**src/rtl/des_cbc_pkg.sv**
```systemverilog
// Shared widths and controller state type for the DES CBC feeder.
package des_cbc_pkg;

  localparam int unsigned N_K = 64;  // DES key width (parity bits included)
  localparam int unsigned N_B = 64;  // DES block width
  localparam int unsigned N_R = 16;  // rounds in the iterative core

  typedef enum logic [1:0] {
    StIdle,
    StLoad,
    StReq,
    StOut
  } state_e;

endpackage

```
**src/rtl/des_cbc_ctrl.sv**
```systemverilog
// CBC chaining controller feeding one block at a time into the iterative DES core,
// with a block counter and a sticky error for a core that never acknowledges.
module des_cbc_ctrl
  import des_cbc_pkg::*;
#(
  parameter int unsigned ACK_TIMEOUT = 64,
  parameter int unsigned CNT_W       = 16
) (
  input  logic             clk,
  input  logic             rst,
  input  logic             start,
  input  logic [N_K-1:0]   key,
  input  logic [N_B-1:0]   iv,
  input  logic             in_valid,
  output logic             in_ready,
  input  logic [N_B-1:0]   in_data,
  output logic             out_valid,
  input  logic             out_ready,
  output logic [N_B-1:0]   out_data,
  output logic [N_K-1:0]   core_k,
  output logic [N_B-1:0]   core_m,
  output logic             core_req,
  input  logic             core_ack,
  input  logic [N_B-1:0]   core_c,
  output logic             busy,
  output logic [CNT_W-1:0] blk_cnt,
  output logic             err
);

  localparam int unsigned TW = $clog2(ACK_TIMEOUT) + 1;
  localparam logic [TW-1:0] TimerLast = TW'(ACK_TIMEOUT - 1);

  state_e           state_q, state_d;
  logic [N_K-1:0]   core_k_q, core_k_d;
  logic [N_B-1:0]   core_m_q, core_m_d;
  logic [N_B-1:0]   chain_q, chain_d;
  logic [N_B-1:0]   out_q, out_d;
  logic             req_q, req_d;
  logic             err_q, err_d;
  logic [CNT_W-1:0] cnt_q, cnt_d;
  logic [TW-1:0]    timer_q, timer_d;

  always_comb begin
    state_d  = state_q;
    core_k_d = core_k_q;
    core_m_d = core_m_q;
    chain_d  = chain_q;
    out_d    = out_q;
    req_d    = req_q;
    err_d    = err_q;
    cnt_d    = cnt_q;
    timer_d  = timer_q;
    unique case (state_q)
      StIdle, StLoad: begin
        // start wins over a pending block and restarts the chain
        if (start) begin
          core_k_d = key;
          chain_d  = iv;
          cnt_d    = '0;
          err_d    = 1'b0;
          state_d  = StLoad;
        end else if (state_q == StLoad && in_valid) begin
          core_m_d = in_data ^ chain_q;
          timer_d  = '0;
          req_d    = 1'b1;
          state_d  = StReq;
        end
      end
      StReq: begin
        if (core_ack) begin
          out_d   = core_c;
          chain_d = core_c;
          req_d   = 1'b0;
          cnt_d   = cnt_q + CNT_W'(1);
          state_d = StOut;
        end else if (timer_q == TimerLast) begin
          // core is stuck: drop the block and wait for a fresh start
          req_d   = 1'b0;
          err_d   = 1'b1;
          state_d = StIdle;
        end else begin
          timer_d = timer_q + TW'(1);
        end
      end
      StOut: begin
        if (out_ready) state_d = StLoad;
      end
      default: state_d = StIdle;
    endcase
  end

  always_ff @(posedge clk or negedge rst) begin
    if (!rst) begin
      state_q  <= StIdle;
      core_k_q <= '0;
      core_m_q <= '0;
      chain_q  <= '0;
      out_q    <= '0;
      req_q    <= 1'b0;
      err_q    <= 1'b0;
      cnt_q    <= '0;
      timer_q  <= '0;
    end else begin
      state_q  <= state_d;
      core_k_q <= core_k_d;
      core_m_q <= core_m_d;
      chain_q  <= chain_d;
      out_q    <= out_d;
      req_q    <= req_d;
      err_q    <= err_d;
      cnt_q    <= cnt_d;
      timer_q  <= timer_d;
    end
  end

  assign in_ready  = (state_q == StLoad) && !start;
  assign out_valid = (state_q == StOut);
  assign busy      = (state_q != StIdle);
  assign out_data  = out_q;
  assign core_k    = core_k_q;
  assign core_m    = core_m_q;
  assign core_req  = req_q;
  assign blk_cnt   = cnt_q;
  assign err       = err_q;

endmodule
```
**config.mk**
```make
export PLATFORM = sky130hd
export DESIGN_NAME = des_cbc_ctrl
export DESIGN_NICKNAME = d
export VERILOG_FILES = /design/src/rtl/des_cbc_pkg.sv /design/src/rtl/des_cbc_ctrl.sv
export SDC_FILE = /design/constraint.sdc
export NUM_CORES = 1
export LEC_CHECK = 0
export CAP_MARGIN = 20
export CORE_UTILIZATION = 33
export CTS_CLUSTER_DIAMETER = 200
export DETAILED_ROUTE_END_ITERATION = 12
export GPL_TIMING_DRIVEN = 0
export PLACE_DENSITY = 0.6
export SYNTH_ARGS = -nofsm -noshare
export SYNTH_HDL_FRONTEND = slang
export SYNTH_SLANG_ARGS = --single-unit
```
**constraint.sdc**
```tcl
create_clock -name clk -period 1.9 [get_ports clk]
set_input_delay 0.285 -clock clk [delete_from_list [all_inputs] [get_ports clk]]
set_output_delay 0.285 -clock clk [all_outputs]
set_load 0.02 [all_outputs]
```
# After elaboration in Yosys (flattened, before gate mapping)
# Cells that the tools add are included.
dict set report op_classes {
  bitwise 2
  reduce_logical 15
  addsub 2
  muxes 26
  eq_ne 14
}
# operator n
set op_table {}
lappend op_table {{64-bit two-way mux} 2}
lappend op_table {{64-bit one-hot mux with 2 select lines} 1}
lappend op_table {{64-bit bitwise XOR} 1}
lappend op_table {{16-bit two-way mux} 2}
lappend op_table {{16-bit one-hot mux with 2 select lines} 1}
lappend op_table {{7-bit two-way mux} 4}
lappend op_table {{16-bit by 1-bit adder with 16-bit output (second input constant)} 1}
lappend op_table {{2-bit != test (second input constant)} 7}
lappend op_table {{7-bit one-hot mux with 2 select lines} 1}
lappend op_table {{2-bit two-way mux} 5}
lappend op_table {{3-bit AND reduction} 3}
lappend op_table {{4-bit AND reduction} 2}
lappend op_table {{7-bit by 1-bit adder with 7-bit output (second input constant)} 1}
lappend op_table {{7-bit by 6-bit equality test with 1-bit output (second input constant)} 1}
lappend op_table {{1-bit two-way mux} 7}
lappend op_table {{3-bit != test (second input constant)} 2}
lappend op_table {{2-bit one-hot mux with 3 select lines} 1}
lappend op_table {{5-bit AND reduction} 1}
lappend op_table {{2-bit equality test (second input constant)} 2}
lappend op_table {{1-bit one-hot mux with 2 select lines} 2}
lappend op_table {{2-bit AND reduction} 2}
lappend op_table {{2-bit nonzero test} 2}
lappend op_table {{2-bit by 1-bit equality test with 1-bit output (second input constant)} 1}
lappend op_table {{1-bit logical AND} 2}
lappend op_table {{5 further kinds} 5}
dict set report word_totals {
  out_inout_bits 213
  ff_bits 283
  input_bits 262
}

# Logic depth before layout (Yosys ltp)
# Gate-level depths: netlist of run 1.
dict set report depth {
  ltp_word 5
  ltp_mapped 8
}

# Worst setup path after synthesis of run 1
# OpenSTA, ideal clock, no wires.
dict set report synth_path {
  kind {flip-flop to flip-flop}
  startpoint {register state_q[1]}
  endpoint {register core_m_q[0] (netlist: core_m[0])}
  stages_incl_launch_ff 8
  setup_time_ns 0.126
  path_buffers 4
  synth_period_minus_slack_ns 1.954
  slack_ns -0.054
  arrival_ns 1.828
  cell_sequence {dfrtp_1 buf_4 nor3b_1 and2_1 buf_2 buf_4 buf_2 a21oi_1}
}
dict set report synth_via {
  elab_chain_len 3
}
# item line
set synth_lines {}
lappend synth_lines {{from (decl)} des_cbc_ctrl.sv:33} ;# state_e state_q, state_d;
lappend synth_lines {{from (signal assigned)} des_cbc_ctrl.sv:94} ;# state_q <= StIdle;
lappend synth_lines {{from (signal assigned)} des_cbc_ctrl.sv:104} ;# state_q <= state_d;
lappend synth_lines {{2-bit by 1-bit equality test with 1-bit output / 2-bit zero test (equally long branches)} {des_cbc_ctrl.sv:53, des_cbc_ctrl.sv:62}}
lappend synth_lines {{2-bit OR reduction / 1-bit logical AND (equally long branches)} {des_cbc_ctrl.sv:53, des_cbc_ctrl.sv:62}}
lappend synth_lines {{3-bit AND reduction (no source line) *} -}
lappend synth_lines {{to (signal assigned)} des_cbc_ctrl.sv:106} ;# core_m_q <= core_m_d;
lappend synth_lines {{to (decl)} des_cbc_ctrl.sv:35} ;# logic [N_B-1:0] core_m_q, core_m_d;
# Every way passes the cells marked *; elsewhere a longest branch is shown, timed or not.
# A chain may end at the register's enable or synchronous reset.

# Final worst setup path of run 1
dict set report layout_path {
  startpoint {register core_k_q[3] (netlist: core_k[3])}
  endpoint {output core_k[3]}
}
# item line
set layout_rtl {}
lappend layout_rtl {{from (decl)} des_cbc_ctrl.sv:34} ;# logic [N_K-1:0] core_k_q, core_k_d;
lappend layout_rtl {{from (signal assigned)} des_cbc_ctrl.sv:105} ;# core_k_q <= core_k_d;
lappend layout_rtl {{to (decl)} des_cbc_ctrl.sv:20} ;# output logic [N_K-1:0] core_k,
# No word-level cell between the ends.

==> results of run 1 <==
-- cells in the mapped netlist, types with 2 or more instances --
| cell | number | share of area |
|---|---|---|
| a211oi_1 | 3 | 0.0019 |
| a21o_1 | 4 | 0.0025 |
| a21oi_1 | 70 | 0.029 |
| a31o_2 | 2 | 0.0015 |
| a31oi_1 | 2 | 0.0011 |
| and2_1 | 3 | 0.0016 |
| and3_1 | 2 | 0.0011 |
| buf_1 | 4 | 0.0013 |
| buf_2 | 31 | 0.013 |
| buf_4 | 7 | 0.0044 |
| buf_6 | 2 | 0.0019 |
| clkbuf_1 | 20 | 0.0063 |
| dfrtp_1 | 283 | 0.60 |
| ha_1 | 2 | 0.0021 |
| inv_1 | 3 | 0.00095 |
| mux2_2 | 65 | 0.062 |
| mux2i_1 | 65 | 0.055 |
| nand2_1 | 268 | 0.085 |
| nand2b_1 | 4 | 0.0021 |
| nand3_1 | 8 | 0.0034 |
| nand4_1 | 4 | 0.0021 |
| nor2_1 | 83 | 0.026 |
| nor2b_1 | 3 | 0.0016 |
| o21ai_0 | 72 | 0.030 |
| o31ai_1 | 3 | 0.0019 |
| or3_1 | 2 | 0.0011 |
| xnor2_1 | 69 | 0.051 |
| xor2_1 | 3 | 0.0022 |
-- where the power goes --
group,switching (mW),internal [mW]
combinational,5.24,5.13
sequential,1.26,8.25
clock,2.55,3.94
-- state kept, by name, summed over array words and instances (netlist names) --
register / count
chain_q: 64
core_k: 64
core_m: 64
out_data: 64
blk_cnt: 16
timer_q: 7
state_q: 2
core_req: 1
err: 1
-- worst register-to-register path, stage by stage (launching register included) --
cell	delay [ps]
dfrtp_1	360
buf_4	180
nor2b_1	130
buf_2	230
buf_4	350
mux2i_1	310
o21ai_0	110
-- per-layer routing --
layer / GRT usage / vias up
met4: 0.0607 / 0
met1: 0.268 / 4708
met2: 0.338 / 247
met3: 0.0460 / 55
li1: - / 4684
met5: 0 / -
-- layout by cell type, fill, tap and decap left out, types with 4 or more instances in the layout --
cell type,instances
nand3_1,8
dlygate4sd2_1,13
dlymetal6s2s_1,7
xnor2_1,69
buf_2,23
nand2_1,268
nand4_1,4
nand2b_1,4
a21o_1,4
dfrtp_1,283
clkdlybuf4s50_1,451
clkbuf_8,7
a21oi_1,70
o21ai_0,72
clkbuf_1,17
mux2i_1,65
buf_4,9
nor2_1,82
clkbuf_16,37
buf_6,4
clkbuf_2,8
mux2_2,65
clkbuf_4,8
-- how the worst min path moves through the flow --
stage / endpoint / slack [ps]
after detailed placement: core_k[50] / 280
final: core_k[50] / 300
after global placement: core_k[2] / 460
after floorplan: blk_cnt[0] / -10
after global routing: core_k[0] / 290
after CTS: core_k[60] / 270
-- metrics by stage --
step                      cells   TNS, ps
final                      2100         0
after global routing       2099     -96.0
after CTS                  2099         0
after detailed placement   2041   -100320
after global placement     2039  -3608560
after floorplan            1104         0
-- cells by family after synthesis --
family          synth area share
xor+xnor                  0.0530
buf+inv                   0.0279
simple gates               0.130
compound gates            0.0754
fa+ha+maj                0.00210
flops                      0.595
mux                        0.116
-- repair_timing --
| action | CTS | global route |
|---|---|---|
| hold buffers | 1 | 0 |
| resized for setup | 32 | 30 |
| hold endpoints to repair | 68 | 0 |
| setup endpoints to repair | 124 | 178 |
| gates cloned | 0 | 0 |
-- layout make-up --
class                           count  area, µm²
Antenna cell                        1       2.50
Buffer                             63        367
Clock buffer                       50       1040
Clock inverter                      8       76.3
Fill cell                        3306      17000
Inverter                            3       11.3
Multi-Input combinational cell    754       4510
Sequential cell                   283       7080
Tap cell                          461        577
Timing Repair Buffer              477       4810
==> results.json, run 1 <==
{
  "dieArea_um2": 36800,
  "cts_root_buf": "clkbuf_16",
  "port_buffers": 474,
  "crit_path_end": "core_k[3]",
  "reg2reg_to": "chain_q[3]",
  "reg2regPathDepth": 6,
  "wl_mm": 38.7,
  "cap_violations": 0,
  "slew_viol_final": 0,
  "post-route-util": 0.521,
  "dr.pass1.iters": 4,
  "vias": 9694,
  "placed_area_um2": 17300,
  "pre_cts_ws_ps": -845,
  "antenna_left": 0,
  "crit_arrival_ps": 1550,
  "drive_gt1_frac": 0.111,
  "cts.clk_slew.worst_paths_ps": 60,
  "cts_tree": "done",
  "cts-buffers-inserted": 35,
  "synth_warnings": 0,
  "post_cts_buffers": 0,
  "ys.flop_type": "dfrtp_1",
  "syn_to_final_growth_pct": 55.3,
  "holdWs_ps": 300,
  "grt_pass1_vias": 9641,
  "met2WireLength_mm": 19.2,
  "criticalPathCategory": "flip-flop to output pin",
  "worst_slew_pin_slew_ps": 629,
  "die_x_um": 192,
  "worstSkewPairLatency_ps": 510,
  "fin_crit_ps": 1840,
  "route.met3.wl_mm": 2.32,
  "htree_levels": 2,
  "post-dp-hpwl_mm": 29.5,
  "p_leak_nw": 8.04,
  "final_area_um2": 18500,
  "syn_area_um2": 11900,
  "ir_drop_v": 0.000974,
  "finalSetupViolations": 0,
  "grt_max_degree": 109,
  "rsz0062_at_grt": "true",
  "crit_fanout": 2,
  "grt_antenna_before_repair": 0,
  "top_layer": "met4",
  "clock_skew_ps": 12.0,
  "p_total_mw": 26.4,
  "cp_num_cells": 1,
  "drcViolationCount": 0,
  "hp-class": "input port to asynchronous set/reset pin",
  "core_region_area_um2": 35500,
  "startpoint": "core_k[3]",
  "start_kind": "flip-flop",
  "final_nets": 1881,
  "cp_data_required_time_ps": 1620,
  "powerDensity_nw_per_um2": 1430,
  "worstPathCellList": "clkdlybuf4s50_1",
  "syn_inst": 1104,
  "seq_area_frac_synth": 0.595,
  "clock_path_buffers": 3,
  "num_io_pins": 475,
  "track_usage": 0.205,
  "synth_edf_count": 0,
  "grt_first_pass_wirelength_mm": 57.1,
  "synthArstFlopShare": 1.00,
  "critPathMaxStageDelay_ps": 650,
  "die_h_um": 192,
  "synth_nets": 1368,
  "maxSlewHeadroom": 0.581,
  "grt_overflow": 0,
  "yosys.cell_types.count": 45,
  "clock-sinks": 283,
  "reg2reg_slack_ps": 90,
  "rr_startpoint": "state_q[1]",
  "met1_length_mm": 16.3,
  "crit_buf_inv": 1,
  "synth_area_per_cell_um2": 10.8,
  "ys_ff_latch": 283,
  "hold_violations": 0,
  "path_delay_family": "buffers and inverters",
  "routedWlPerCell_um": 18.4,
  "drt-initial-drc-count": 421,
  "place_congestion": 0.783,
  "post-route-period-util": 0.967,
  "crit_path_top_delay_cell": "clkdlybuf4s50_1",
  "viasPerCell": 4.62,
  "fmax_mhz": 544,
  "end_kind": "output pin",
  "core.rowCount": 69,
  "start_util": 0.335,
  "worst_slack_ps": 62.6,
  "status": "completed"
}
Note: power is estimated with default switching activity, not from simulation.
==> run 2, diff against run 1 <==
- CORE_AREA: unset -> 2 2 183 185
- CORE_UTILIZATION: 33 -> unset
- DIE_AREA: unset -> 0 0 185 187
- PLACE_DENSITY: 0.6 -> 0.65
==> run 2 against run 1 <==
Die area down 6.0%; combinational power about the same; global-route usage up 1.5 points; critical path type unchanged; sequential cell count unchanged; worst hold slack worse by 110 ps; largest power group unchanged.
==> results.json, run 2 (synthesized netlist as in run 1, its figures left out) <==
{
  "path_delay_family": "buffers and inverters",
  "reg2reg_to": "blk_cnt[15]",
  "viasPerCell": 4.71,
  "regArea_um2": 7080,
  "die_h_um": 187,
  "dr.pass1.iters": 4,
  "routedWlPerCell_um": 18.4,
  "drive_gt1_frac": 0.117,
  "worstPathCellList": "clkdlybuf4s50_1",
  "cap_violations": 0,
  "worstSkewPairLatency_ps": 550,
  "startpoint": "core_m[34]",
  "cp_num_cells": 1,
  "status": "completed",
  "worst_slew_pin_slew_ps": 595,
  "vias": 9834,
  "reg2reg_slack_ps": 110,
  "criticalPathCategory": "flip-flop to output pin",
  "nFillCells": 2958,
  "syn_to_final_growth_pct": 55.3,
  "reg2regPathDepth": 6,
  "hp-class": "input port to asynchronous set/reset pin",
  "cp_data_required_time_ps": 1620,
  "antennaDiodeCount": 0,
  "die_x_um": 185,
  "grt_pass1_vias": 10300,
  "place_congestion": 0.821,
  "track_usage": 0.220,
  "post-dp-hpwl_mm": 29.4,
  "core_region_area_um2": 32900,
  "fin_cells": 2086,
  "crit_buf_inv": 1,
  "rr_startpoint": "state_q[0]",
  "cts-buffers-inserted": 31,
  "drcViolationCount": 0,
  "dieArea_um2": 34600,
  "clock_skew_ps": 12.7,
  "multi_input_area_um2": 4520,
  "wl_mm": 38.5,
  "grt_first_pass_wirelength_mm": 59.4,
  "crit_path_end": "core_m[34]",
  "clock_path_buffers": 3,
  "crit_path_top_delay_cell": "clkdlybuf4s50_1",
  "final_nets": 1878,
  "drt-initial-drc-count": 370,
  "maxSlewHeadroom": 0.604,
  "final_area_um2": 18500,
  "htree_levels": 1,
  "fmax_mhz": 538,
  "hold_violations": 0,
  "ir_drop_v": 0.00110,
  "post_cts_buffers": 0,
  "end_kind": "output pin",
  "powerDensity_nw_per_um2": 1430,
  "final_cell_mix": "450 x clkdlybuf4s50_1, 283 x dfrtp_1, 268 x nand2_1",
  "grt_max_degree": 94,
  "p_total_mw": 26.3,
  "placed_area_um2": 17300,
  "grt_antenna_before_repair": 0,
  "grt_overflow": 0,
  "finalSetupViolations": 0,
  "p_leak_nw": 8.02,
  "cts_tree": "done",
  "post-route-period-util": 0.977,
  "core.rowCount": 67,
  "start_util": 0.362,
  "holdWs_ps": 188,
  "fin_crit_ps": 1860,
  "start_kind": "flip-flop",
  "port_buffers": 474,
  "layout.cells.most_common": "clkdlybuf4s50_1",
  "crit_fanout": 2,
  "rsz0062_at_grt": "true",
  "num_io_pins": 475,
  "clock-sinks": 283,
  "cts_root_buf": "clkbuf_16",
  "dpl.cell_count": 2029,
  "crit_arrival_ps": 1570,
  "post-route-util": 0.562,
  "slew_viol_final": 0,
  "antenna_left": 0,
  "cts.clk_slew.worst_paths_ps": 60,
  "critPathMaxStageDelay_ps": 640
}
## run 2: cell types whose count changed in the layout (fill, tap and decap cells not counted), sizes merged, moves of 2 or more
| cell | previous run | this run |
|---|---|---|
| buf | 41 | 39 |
| clkinv | 4 | 9 |
| clkbuf | 77 | 70 |
| dlymetal6s2s | 7 | 5 |
| dlygate4sd2 | 13 | 15 |
| bufinv | 1 | 5 |
## run 2: per-stage QoR
step	TNS, ps	setup slack [ps]
after floorplan	0	186
after global placement	-3580960	-12330
after detailed placement	-98800	-920
after CTS	0	4.78
after global routing	-39.0	-17.9
final	0	42.8
## run 2: timing repair
item | 4_1_cts | 5_1_grt
hold buffers | 1 | 0
endpoints found under the hold margin | 63 | 0
endpoints found under the setup margin | 122 | 173
gates resized for setup | 35 | 45
pin swaps | 0 | 0
## run 2: routing by layer
metal / GRT usage / vias up / share of wire
met5: 0 / - / 0
met4: 0.0467 / 0 / 0.021
met3: 0.0543 / 49 / 0.077
met2: 0.390 / 327 / 0.50
met1: 0.270 / 4769 / 0.40
li1: - / 4689 / -
## run 2: area by class of cell
class                      instances  area share
sequential                       283       0.383
timing repair buffer             478       0.261
multi-input combinational        754       0.245
clock buffer                      39      0.0469
tap                              448      0.0303
buffer                            63      0.0207
clock inverter                    18      0.0122
inverter                           3    0.000610
## run 2: power by group
| group | leakage, nW | internal (mW) | total [mW] | switching (mW) |
|---|---|---|---|---|
| combinational | 4.08 | 5.15 | 10.4 | 5.29 |
| sequential | 3.40 | 8.24 | 9.50 | 1.25 |
| clock | 0.534 | 3.89 | 6.40 | 2.51 |
| total | 8.02 | 17.3 | 26.3 | 9.06 |
## run 2: how the worst min path moves through the flow
| stage | startpoint | to | depth (start not counted) |
|---|---|---|---|
| finish | rst | out_data[53] | 2 |
| global route | rst | out_data[53] | 2 |
| CTS | rst | out_data[53] | 2 |
| detailed placement | rst | out_data[53] | 1 |
| global placement | core_k[23] | core_k[23] | 2 |
| floorplan | rst | blk_cnt[0] | 0 |
